--- src/rtl/fetch_unit_pkg.sv ---
// Shared fetch-stage definitions.
//   INSTR_W          : instruction / address width
//   PC_STEP          : sequential fetch increment
//   DEFAULT_RESET_PC : default first fetch address after reset
//   fetch_state_e    : fetch FSM state encoding
package fetch_unit_pkg;

  localparam int unsigned INSTR_W          = 32;
  localparam logic [31:0] PC_STEP          = 32'd4;
  localparam logic [31:0] DEFAULT_RESET_PC = 32'h0000_0000;

  typedef enum logic [1:0] {
    StIdle,
    StFetch,
    StHold,
    StDiscard
  } fetch_state_e;

endpackage

--- src/rtl/fetch_hold_buf.sv ---
// One-entry hold buffer that parks a fetched instruction while the pipeline is frozen.
// Ports:
//   clk, rst               : clock, asynchronous active-high reset
//   load                   : capture load_instr / load_pc4 and mark full
//   clear                  : empty the buffer (wins over load)
//   load_instr, load_pc4   : data to capture
//   buf_instr, buf_pc4     : stored instruction and its fetch address + 4
//   buf_full               : buffer holds a valid entry
module fetch_hold_buf
  import fetch_unit_pkg::*;
(
  input  logic               clk,
  input  logic               rst,
  input  logic               load,
  input  logic               clear,
  input  logic [INSTR_W-1:0] load_instr,
  input  logic [31:0]        load_pc4,
  output logic [INSTR_W-1:0] buf_instr,
  output logic [31:0]        buf_pc4,
  output logic               buf_full
);

  logic [INSTR_W-1:0] instr_q;
  logic [31:0]        pc4_q;
  logic               full_q;

  always_ff @(posedge clk or posedge rst) begin
    if (rst) begin
      instr_q <= '0;
      pc4_q   <= '0;
      full_q  <= 1'b0;
    end else if (clear) begin
      full_q  <= 1'b0;
    end else if (load) begin
      instr_q <= load_instr;
      pc4_q   <= load_pc4;
      full_q  <= 1'b1;
    end
  end

  assign buf_instr = instr_q;
  assign buf_pc4   = pc4_q;
  assign buf_full  = full_q;

endmodule

--- src/rtl/fetch_unit.sv ---
// Instruction-fetch stage with a request/acknowledge port to variable-latency memory.
// Presents pc (fetch address + 4) / instruction / valid to the IF/ID register, honouring
// freeze (stall) and branch_taken (redirect).
// Ports:
//   clk, rst                 : clock, asynchronous active-high reset
//   freeze                   : downstream stall, output not consumed this cycle
//   branch_taken, branch_addr: redirect fetch; current output is flushed downstream
//   imem_req, imem_addr      : memory request and address (stable while req is high)
//   imem_ack, imem_rdata     : memory response, data valid with ack
//   pc, instruction, valid   : presented fetch result
module fetch_unit
  import fetch_unit_pkg::*;
#(
  parameter logic [31:0] RESET_PC = DEFAULT_RESET_PC
) (
  input  logic               clk,
  input  logic               rst,
  input  logic               freeze,
  input  logic               branch_taken,
  input  logic [31:0]        branch_addr,
  output logic               imem_req,
  output logic [31:0]        imem_addr,
  input  logic               imem_ack,
  input  logic [INSTR_W-1:0] imem_rdata,
  output logic [31:0]        pc,
  output logic [INSTR_W-1:0] instruction,
  output logic               valid
);

  fetch_state_e state_q, state_d;
  logic [31:0]  req_addr_q, req_addr_d;
  logic [31:0]  target_q, target_d;
  logic [31:0]  req_pc4;

  logic               buf_load, buf_clear, buf_full;
  logic [INSTR_W-1:0] buf_instr;
  logic [31:0]        buf_pc4;

  // Wraps modulo 2^32.
  assign req_pc4 = req_addr_q + PC_STEP;

  fetch_hold_buf u_hold_buf (
    .clk        (clk),
    .rst        (rst),
    .load       (buf_load),
    .clear      (buf_clear),
    .load_instr (imem_rdata),
    .load_pc4   (req_pc4),
    .buf_instr  (buf_instr),
    .buf_pc4    (buf_pc4),
    .buf_full   (buf_full)
  );

  always_ff @(posedge clk or posedge rst) begin
    if (rst) begin
      state_q    <= StIdle;
      req_addr_q <= RESET_PC;
      target_q   <= '0;
    end else begin
      state_q    <= state_d;
      req_addr_q <= req_addr_d;
      target_q   <= target_d;
    end
  end

  always_comb begin
    state_d    = state_q;
    req_addr_d = req_addr_q;
    target_d   = target_q;
    buf_load   = 1'b0;
    buf_clear  = 1'b0;
    if (branch_taken) begin
      buf_clear = 1'b1;
      // An un-acked request cannot be withdrawn; wait out its ack before redirecting.
      if ((state_q == StFetch || state_q == StDiscard) && !imem_ack) begin
        state_d  = StDiscard;
        target_d = branch_addr;
      end else begin
        req_addr_d = branch_addr;
        state_d    = StFetch;
      end
    end else begin
      case (state_q)
        StIdle: state_d = StFetch;
        StFetch: begin
          if (imem_ack) begin
            req_addr_d = req_pc4;
            if (freeze) begin
              buf_load = 1'b1;
              state_d  = StHold;
            end
          end
        end
        StHold: begin
          if (!freeze) begin
            buf_clear = 1'b1;
            state_d   = StFetch;
          end
        end
        StDiscard: begin
          if (imem_ack) begin
            req_addr_d = target_q;
            state_d    = StFetch;
          end
        end
        default: state_d = StIdle;
      endcase
    end
  end

  assign imem_req  = (state_q == StFetch) || (state_q == StDiscard);
  assign imem_addr = req_addr_q;

  always_comb begin
    valid       = 1'b0;
    pc          = '0;
    instruction = '0;
    if (state_q == StFetch && imem_ack) begin
      valid       = 1'b1;
      pc          = req_pc4;
      instruction = imem_rdata;
    end else if (state_q == StHold) begin
      valid       = buf_full;
      pc          = buf_pc4;
      instruction = buf_instr;
    end
  end

endmodule

--- config.mk ---
export PLATFORM = sky130hd
export DESIGN_NAME = fetch_unit
export DESIGN_NICKNAME = d
export VERILOG_FILES = /design/src/rtl/fetch_unit_pkg.sv /design/src/rtl/fetch_hold_buf.sv /design/src/rtl/fetch_unit.sv
export SDC_FILE = /design/constraint.sdc
export NUM_CORES = 1
export LEC_CHECK = 0
export CAP_MARGIN = 15
export CORE_UTILIZATION = 23
export CTS_CLUSTER_DIAMETER = 80
export DETAILED_ROUTE_END_ITERATION = 16
export PLACE_DENSITY = 0.56
export SETUP_SLACK_MARGIN = 0.02
export SLEW_MARGIN = 0
export SYNTH_ARGS = -nofsm -noshare
export SYNTH_HDL_FRONTEND = slang
export SYNTH_HIERARCHICAL = 1
export SYNTH_SLANG_ARGS = --single-unit
--- constraint.sdc ---
create_clock -name clk -period 2.9 [get_ports clk]
set_clock_uncertainty 0.1 [all_clocks]
set_input_delay 0.725 -clock clk [delete_from_list [all_inputs] [get_ports clk]]
set_output_delay 0.725 -clock clk [all_outputs]
set_load 0.03 [all_outputs]
# After elaboration in Yosys (flattened, before gate mapping)
# Index checks and enable logic that the tools add are counted.
# op_classes
add_sub_neg	1
eq_ne	8
mux	27
n_bitwise	1
n_reduce_logical	11
# op_table
op	count
32-bit two-way mux	8
32-bit case mux with 2 select lines	1
32-bit by 3-bit adder with 32-bit output, second input constant	1
2-bit two-way mux	6
3-bit inequality test, second input constant	4
1-bit two-way mux	11
2-bit case mux with 4 select lines	1
4-bit AND reduction	2
2-bit == test, second input constant	2
2-bit AND reduction	2
3-bit nonzero test	1
2-bit by 1-bit == test with 1-bit output, second input constant	1
1-bit logical AND	2
2-bit zero test	1
2-bit inequality test, second input constant	1
2-bit nonzero test	1
1-bit zero test	1
1-bit logical OR	1
1-bit inverter	1
# totals
regBits	131
input_bits	69
wordCells	54

# Logic depth before layout (Yosys ltp)
# Gate-level depths: netlist (run 1).
# depth
word_depth	6
ltp_mapped	9
depth_no_buf	7

# By module
# Netlist (run 1), hierarchy kept.
# by_module_without_submodules
mod	n_inst	cells_per_inst	area_each_um2
fetch_unit	1	514	4554.4
fetch_hold_buf	1	140	2737.6

# Least setup slack after synthesis (run 1)
# OpenSTA, ideal clock, no wires.
# synth_path
path_kind	register to output
from	reg req_addr_q[2], in the netlist imem_addr[2]
to	out pc[20]
t_arrival_ns	2.420
required_ns	2.075
setup_slack_ns	-0.345
stages_incl_launch_ff	7
n_path_buf	0
path_cell_list	dfrtp_1 -> ha_1 -> nand3_1 -> or4b_4 -> or3_1 -> xnor2_2 -> a22o_1
# synth_between
elab_chain_cells	2
# synth_rtl
element	line	rtl
start, declared	fetch_unit.sv:31	logic [31:0] req_addr_q, req_addr_d;
start signal, assigned	fetch_unit.sv:61	req_addr_q <= req_addr_d;
32-bit by 3-bit adder with 32-bit output	fetch_unit.sv:40	assign req_pc4 = req_addr_q + PC_STEP;
via req_pc4[20]	fetch_unit.sv:33	logic [31:0] req_pc4;
32-bit two-way mux	fetch_unit.sv:118	if (state_q == StFetch && imem_ack) begin
end, declared	fetch_unit.sv:25	output logic [31:0] pc,
# The timed path passes the listed nets, and every way through them passes these cells.

# Worst setup path in the final report (run 1)
# Same ends and word-level chain as after synthesis.

==> results of run 1 <==
[cells in the mapped netlist (all sizes together), types with 6 or more instances]
cell type	number
and3	10
a21oi	30
nor3	21
clkbuf	37
xor2	13
mux2	94
o21ai	42
or3	12
nand2	43
dfrtp	131
xnor2	15
a22o	58
a211oi	6
buf	13
inv	16
nor2	30
nand3	15
o22ai	8
[report_power, final]
part	switching, µW	leakage (µW)	internal [µW]	total (µW)
clock network	899	0.000270	1280	2180
logic	1230	0.00308	1440	2670
registers	303	0.00155	2310	2620
total	2430	0.00489	5030	7470
[area by class of cell]
class / instances / area, µm²
Clock buffer: 18 / 429
Clock inverter: 14 / 155
Fill cell: 3011 / 19600
Inverter: 16 / 60.1
Multi-Input combinational cell: 457 / 3980
Sequential cell: 131 / 3290
Tap cell: 396 / 495
Timing Repair Buffer: 280 / 2900
[metal layers]
layer  GRT usage, %  vias up  wire length [µm]
met5              0        -                 0
met4           4.85        0               426
met3           3.29       28              1180
met2           21.8      168             10600
met1           20.4     3020             11300
li1               -     2907                 -
[logic make-up after synthesis]
| kind of cell | after synthesis |
|---|---|
| AOI/OAI and AO/OA | 173 |
| DFF | 131 |
| xor gates and xnor gates | 28 |
| and+or+nand+nor | 160 |
| adders and majority gates | 1 |
| buffers and inverters | 66 |
| muxes | 95 |
[worst max-delay path, cell delays in order, from the launching register on]
cell	delay, ns
dfrtp_2	0.39
ha_4	0.15
nand3_4	0.08
or4b_4	0.54
or3_4	0.43
xnor2_4	0.14
a22o_4	0.23
buf_12	0.13
[metrics by stage]
stage	instance area [µm²]	setup TNS, ns	setup slack, ns	hold WS [ns]
2_1_floorplan	7350	-0.0447	-0.0342	0.351
3_3_place_gp	10100	-2.32	-0.107	0.364
3_5_place_dp	10100	-5.05	-0.133	0.374
4_1_cts	11100	-6.19	-0.479	0.389
5_1_grt	11300	-8.31	-0.543	0.408
6_report	11300	-6.01	-0.457	0.389
[final timing paths]
check / from / slack (ns) / end / cells after the start
max in group asynchronous: rst / 1.51 / imem_addr[24] / 3
hold / removal: target_q[23] / 0.39 / target_q[23] / 2
setup / recovery: imem_addr[2] / -0.46 / pc[20] / 7
hold reg to reg: target_q[23] / 0.39 / target_q[23] / 2
setup reg to reg: imem_addr[2] / 0.45 / imem_addr[30] / 9
min in group asynchronous: rst / 0.53 / target_q[5] / 2
[state kept, by name (all words and copies together) (netlist names)]
name / flops
imem_addr: 32
u_hold_buf/buf_instr: 32
state_q: 2
u_hold_buf/buf_pc4: 32
target_q: 32
u_hold_buf/buf_full: 1
[timing repair]
item | CTS | global route
gates resized for setup | 48 | 19
buffers inserted | 12 | 17
gates cloned | 2 | 0
pin swaps | 13 | 18
endpoints found under the setup margin | 62 | 42
==> flow_summary.ini, run 1 <==
[sta]
finalCritPeriodShare_pct = 116
hold_viol = 0
fmax_ghz = 0.298
finalSetupViolCount = 22
slew_viol_final = 0
worstMarginPinSlew_ns = 0.480
rsz0062_at_grt = yes
relSlewSlack_pct = 67.9
finalCriticalPeriod_ns = 3.36
setup_slack_ns = -0.457

[final_layout]
area_growth_pct = 55.2
layout.nets = 973
fin_util_pct = 36.6
layout.cells.non_filler = 1312
n_antenna_cell = 0
layout.cells.most_common = buf_4
drive_gt1_share_pct = 41.5
mostFrequentLayoutCells = buf_4, dfrtp_1, clkdlybuf4s50_1

[yosys]
synth_mux_area_share_pct = 17.7
synth_edf_count = 0
synth_cell_types = 59
ys.flop_type = dfrtp_1
synth_top_area_cell = dfrtp_1
synth_fa_ha_area_share_pct = 0.172
synth-compound-area-share_pct = 16.7
yosysWarnings = 6
postSynthAreaPerCell_um2 = 11.1
syn_inst = 654
synth_top_area_share_pct = 45.0
async_reset_ff_share_pct = 100
synth-seq-cells = 131
synth-seq-area-share_pct = 45.0
yosys.area_share.simple_pct = 11.6
synthXorXnorAreaFrac_pct = 3.57
synth_top_family_by_area = multiplexers
synth_area_mm2 = 0.00729
syn-num-nets = 724
synth_area_leaders = dfrtp_1, mux2_4, a22o_1

[setup_path]
critPathLaunchType = flop
crit_type = reg2out
cp-end-kind = output port
cp.required_ns = 2.08
crit_fanout = 6
cp.arrival_ns = 2.53

[flow_run]
cap_violations = 0

[global_routing]
antenna_found_initial = 0
grt_use_total_pct = 14.5
grt_overflow = 0
grt_max_degree = 68
grt_pass1_vias = 6054
grt_pass1_wl_mm = 36.6

[die]
pin_count = 167
start_util_pct = 23.6
coreArea_mm2 = 0.0309
dieArea_mm2 = 0.0324
die_height_um = 180
fp-row-count = 64
dieWidth_um = 180

[routing]
drc = 0
drtIter0Drc = 386
routed-via-count = 6123
wl_per_cell_um = 17.9
antenna_left = 0
firstDrtPassIters = 4
via_per_inst = 4.67
wl_mm = 23.5

[clocking]
cts_buffers = 17
cts_root_buf = clkbuf_16
clock-sinks = 131
htree_levels = 4
clkTransAtPathRegs_ns = 0.07
cts_buffer_depth = 2
cts_tree = built
cts.hold.buffers_added = 0
clkLatencyLatePin_ns = 0.42

[power]
cellLeakagePower_uw = 0.00489
vdd_drop_max_mv = 0.382
finalPower_uw = 7470
powerDensity_mw_per_mm2 = 660

[place]
dp_hpwl_mm = 16.5
dp_cells = 1252
numPortBuffers = 166
gp_congestion = 0.815

[status]
violations = setup timing
status = finished with violations

[worst_hold_path]
hp-class = reg2reg
No activity file was read; power rests on OpenSTA's default activity.
==> run 2, diff against run 1 <==
Settings changed: CTS_CLUSTER_DIAMETER 80 to 30, PLACE_DENSITY 0.56 to 0.55.
Clock period 2.9 ns to 4.05 ns, I/O delays scaled along.
==> flow_summary.ini, run 2 (synthesis gave the netlist of run 1 again) <==
[die]
die_height_um = 180
start_util_pct = 23.6
dieArea_mm2 = 0.0324
coreArea_mm2 = 0.0309
pin_count = 167
dieWidth_um = 180
fp-row-count = 64

[global_routing]
grt_max_degree = 61
grt_use_total_pct = 14.0
antenna_found_initial = 2
grt_pass1_vias = 5576
grt_overflow = 0
grt_pass1_wl_mm = 35.0

[routing]
drtIter0Drc = 296
wl_per_cell_um = 18.4
antenna_left = 0
via_per_inst = 4.70
top_layer = met4
wl_met3_mm = 1.52
routed-via-count = 5758
wl_met1_mm = 10.5
firstDrtPassIters = 4
drc = 0
met2_length_mm = 9.98
wl_mm = 22.5

[setup_path]
cp.arrival_ns = 2.81
ff2ff_setup_slack_ns = 1.56
crit_fanout = 8
worst_path_largest_cell_delay_ns = 0.54
crit_chain = buf_4 -> and4_1 -> nand2_1 -> nor4_2 -> xor2_1 -> a22o_1 -> buf_12
critPathTopFamily = simple AND/OR/NAND/NOR gates
critPathLaunchType = flop
crit_type = reg2out
critPathBufInv = 2
cp-end-kind = output port
cp.required_ns = 2.94
crit_slowest_cell = nor4_2

[sta]
worstMarginPinSlew_ns = 0.746
finalCriticalPeriod_ns = 3.92
hold_viol = 0
rsz0062_at_grt = no
relSlewSlack_pct = 50.1
finalCritPeriodShare_pct = 96.8
finalSetupViolCount = 0
tns_ns = 0
slew_viol_final = 0
fmax_ghz = 0.255

[power]
powerDensity_mw_per_mm2 = 496
p_comb_share_pct = 31.8
swShare_pct = 33.4
clkPwrFrac_pct = 30.2
cellLeakagePower_uw = 0.00425
p_seq_share_pct = 38.0
p_int_uw = 3370
vdd_drop_max_mv = 0.278
power.switching_uw = 1690

[clocking]
cts_buffer_depth = 2
htree_levels = 4
clkTransAtPathRegs_ns = 0.07
cts_tree = built
cts_buffers = 17
clkLatencyLatePin_ns = 0.43
clock-sinks = 131
cts_root_buf = clkbuf_16

[flow_run]
cap_violations = 0

[final_layout]
fillerInstances = 3129
drive_gt1_share_pct = 28.5
layout.cells.most_common = dfrtp_1
mostFrequentLayoutCells = dfrtp_1, clkdlybuf4s50_1, mux2_4
layout.nets = 883
area_growth_pct = 39.9
fin_util_pct = 33.0

[place]
gp_congestion = 0.808
dp_hpwl_mm = 16.1
numPortBuffers = 166

[worst_hold_path]
hp-class = reg2reg

[status]
status = completed
## run 2: cell count changes in the layout (fill, tap and decap cells not counted), moves of 6 or more
cell     before  now
dfrtp_1     119  131
xor2_1        6   12
a22o_1       50   58
buf_4       131   51
a22o_2        6    0
xor2_2        7    1
buf_6         9    0
dfrtp_2      12    0
xnor2_1       4   12
## run 2: worst paths after layout
path / from / endpoint / cells after the start
hold / removal: target_q[26] / target_q[26] / 2
max in group asynchronous: rst / u_hold_buf/buf_pc4[0] / 3
min in group asynchronous: rst / imem_addr[1] / 2
setup / recovery: imem_addr[2] / pc[29] / 7
setup reg to reg: state_q[0] / u_hold_buf/buf_pc4[23] / 6
hold reg to reg: target_q[26] / target_q[26] / 2
## run 2: worst min-delay path, cell delays in order, from the launching register on
cell	delay, ns
dfrtp_1	0.34
nand2_1	0.05
o21ai_0	0.07
## run 2: through the flow
stage | power [µW] | instances | setup WS (ns) | cell area [µm²] | hold WS [ns]
after detailed placement | 3550 | 1188 | 0.239 | 9580 | 0.376
after global placement | 3520 | 1188 | 0.256 | 9580 | 0.363
after floorplan | 2900 | 654 | 0.518 | 7290 | 0.351
after CTS | 5120 | 1222 | 0.0636 | 10200 | 0.392
final | 5060 | 1224 | 0.130 | 10200 | 0.393
after global routing | 5320 | 1222 | 0.0224 | 10200 | 0.405
## run 2: layout make-up
type                            instances  area (µm²)  share of cell area (%)
Multi-Input combinational cell        457        3680                    36.1
Sequential cell                       131        3280                    32.1
Timing Repair Buffer                  190        2110                    20.7
Tap cell                              396         495                    4.86
Clock buffer                           18         429                    4.21
Clock inverter                         14         141                    1.39
Inverter                               16        60.1                   0.589
Antenna cell                            2        5.00                  0.0491
## run 2: what timing repair did
action	in CTS	in global routing
resized for setup	1	6
pin swaps	1	2
endpoints found under the setup margin	2	7
buffers inserted	2	0
hold buffers	0	0
## run 2: power groups by stage
| stage | Clock [µW] | Combinational, µW | Sequential, µW |
|---|---|---|---|
| after floorplan | 0 | 913 | 1980 |
| after global placement | 0 | 1600 | 1920 |
| after detailed placement | 0 | 1610 | 1940 |
| after CTS | 1580 | 1620 | 1920 |
| after global routing | 1640 | 1710 | 1970 |
| final | 1530 | 1610 | 1920 |
## run 2: routing by layer
metal	global-route usage (%)	vias to the layer above
met1	19.2	2810
met4	5.68	0
met2	20.6	173
met5	0	-
met3	4.10	32
li1	-	2743
==> run 3, diff against run 2 <==
Clock period 4.05 ns to 4.31 ns, I/O delays scaled along.
==> flow_summary.ini, run 3 (synthesis gave the netlist of run 1 again) <==
[power]
p_int_uw = 3190
vdd_drop_max_mv = 0.236
power.switching_uw = 1590
powerDensity_mw_per_mm2 = 474
cellLeakagePower_uw = 0.00420
swShare_pct = 33.2
p_comb_share_pct = 31.1
clkPwrFrac_pct = 31.1
p_seq_share_pct = 37.8

[die]
pin_count = 167
start_util_pct = 23.6
dieArea_mm2 = 0.0324
dieWidth_um = 180
coreArea_mm2 = 0.0309
fp-row-count = 64
die_height_um = 180

[sta]
finalCriticalPeriod_ns = 4.13
finalSetupViolCount = 0
finalCritPeriodShare_pct = 95.9
slew_viol_final = 0
tns_ns = 0
fmax_ghz = 0.242
hold_viol = 0
relSlewSlack_pct = 35.7
worstMarginPinSlew_ns = 0.962
rsz0062_at_grt = no

[setup_path]
crit_fanout = 13
cp.arrival_ns = 2.96
worst_path_largest_cell_delay_ns = 0.64
worstSetupStartpoint = imem_addr[9]
crit_type = reg2out
crit_chain = and4_1 -> or4b_4 -> or3_1 -> xnor2_2 -> a22o_1 -> buf_12
critPathLaunchType = flop
crit_slowest_cell = or4b_4
regToRegStartpoint = imem_addr[9]
cp-end-kind = output port
cp.required_ns = 3.13

[global_routing]
grt_use_total_pct = 14.0
grt_overflow = 0
grt_pass1_wl_mm = 35.2
grt_max_degree = 61
grt_pass1_vias = 5698
antenna_found_initial = 2

[clocking]
cts.hold.buffers_added = 0
cts_buffers = 17
cts_setup_buffers = 0
cts.repair.resized = 0
cts_tree = built
clkLatencyLatePin_ns = 0.43
clock-sinks = 131
cts_root_buf = clkbuf_16
cts_buffer_depth = 2
htree_levels = 4
clkTransAtPathRegs_ns = 0.06

[place]
gp_congestion = 0.806
dp_hpwl_mm = 15.8
dp_cells = 1188
numPortBuffers = 166

[routing]
firstDrtPassIters = 4
routed-via-count = 5743
wl_mm = 22.6
antenna_left = 0
drtIter0Drc = 330
via_per_inst = 4.70
wl_per_cell_um = 18.5
drc = 0

[worst_hold_path]
min_from = target_q[26]
hp-class = reg2reg

[final_layout]
drive_gt1_share_pct = 26.9
fillerInstances = 3134
layout.cells.non_filler = 1222
mostFrequentLayoutCells = dfrtp_1, clkdlybuf4s50_1, mux2_4
layout.nets = 881
area_growth_pct = 38.3
layout.cells.most_common = dfrtp_1

[status]
status = completed

[flow_run]
cap_violations = 0
==> run 3: final cells by class <==
cell class                 instances  area, µm²  area share, %
tap                              396        495           4.91
multi-input combinational        457       3650           36.1
sequential                       131       3280           32.5
clock buffer                      18        429           4.26
inverter                          16       60.1          0.595
antenna                            2       5.00         0.0496
clock inverter                    14        153           1.51
timing repair buffer             188       2020           20.0
==> run 3: final timing paths <==
kind                                          endpoint  slack, ns  depth (start not counted)
worst max register to register  u_hold_buf/buf_pc4[20]       1.69                          5
min in group asynchronous          u_hold_buf/buf_full       0.88                          2
worst min-delay path                      target_q[26]       0.38                          2
worst min register to register            target_q[26]       0.38                          2
max in group asynchronous       u_hold_buf/buf_pc4[24]       2.22                          3
worst max-delay path                            pc[20]       0.18                          6
==> run 3: power by group through the flow <==
stage                     clock network [µW]  logic [µW]  registers [µW]
final                                   1490        1490            1810
after global routing                    1570        1590            1860
after CTS                               1520        1500            1800
after detailed placement                   0        1490            1820
after global placement                     0        1480            1810
after floorplan                            0         858            1860
==> run 3: metrics by stage <==
step	hold slack (ns)	worst slack, ns	total power (µW)	instance area (µm²)	util [%]
3_5_place_dp	0.372	0.218	3320	9500	30.7
2_1_floorplan	0.351	0.713	2720	7290	-
3_3_place_gp	0.363	0.257	3290	9500	30.7
4_1_cts	0.387	0.162	4830	10100	32.6
6_report	0.382	0.176	4780	10100	32.6
5_1_grt	0.407	0.0571	5020	10100	32.6
==> run 3: worst max-delay path: cells and delay by family, from the launching register on <==
| family | cells | cell delay [ns] |
|---|---|---|
| AO/OA/AOI/OAI | 1 | 0.24 |
| XOR/XNOR | 1 | 0.16 |
| AND/OR/NAND/NOR | 3 | 1.46 |
| flip-flops | 1 | 0.51 |
| buffers and inverters | 1 | 0.14 |
==> run 3: per-layer routing <==
| layer | vias to the layer above | part of all wire [%] | global-route usage [%] |
|---|---|---|---|
| met2 | 158 | 43 | 20.6 |
| li1 | 2729 | - | - |
| met3 | 28 | 6.4 | 4.43 |
| met4 | 0 | 2.0 | 4.75 |
| met5 | - | 0 | 0 |
| met1 | 2828 | 48 | 19.3 |
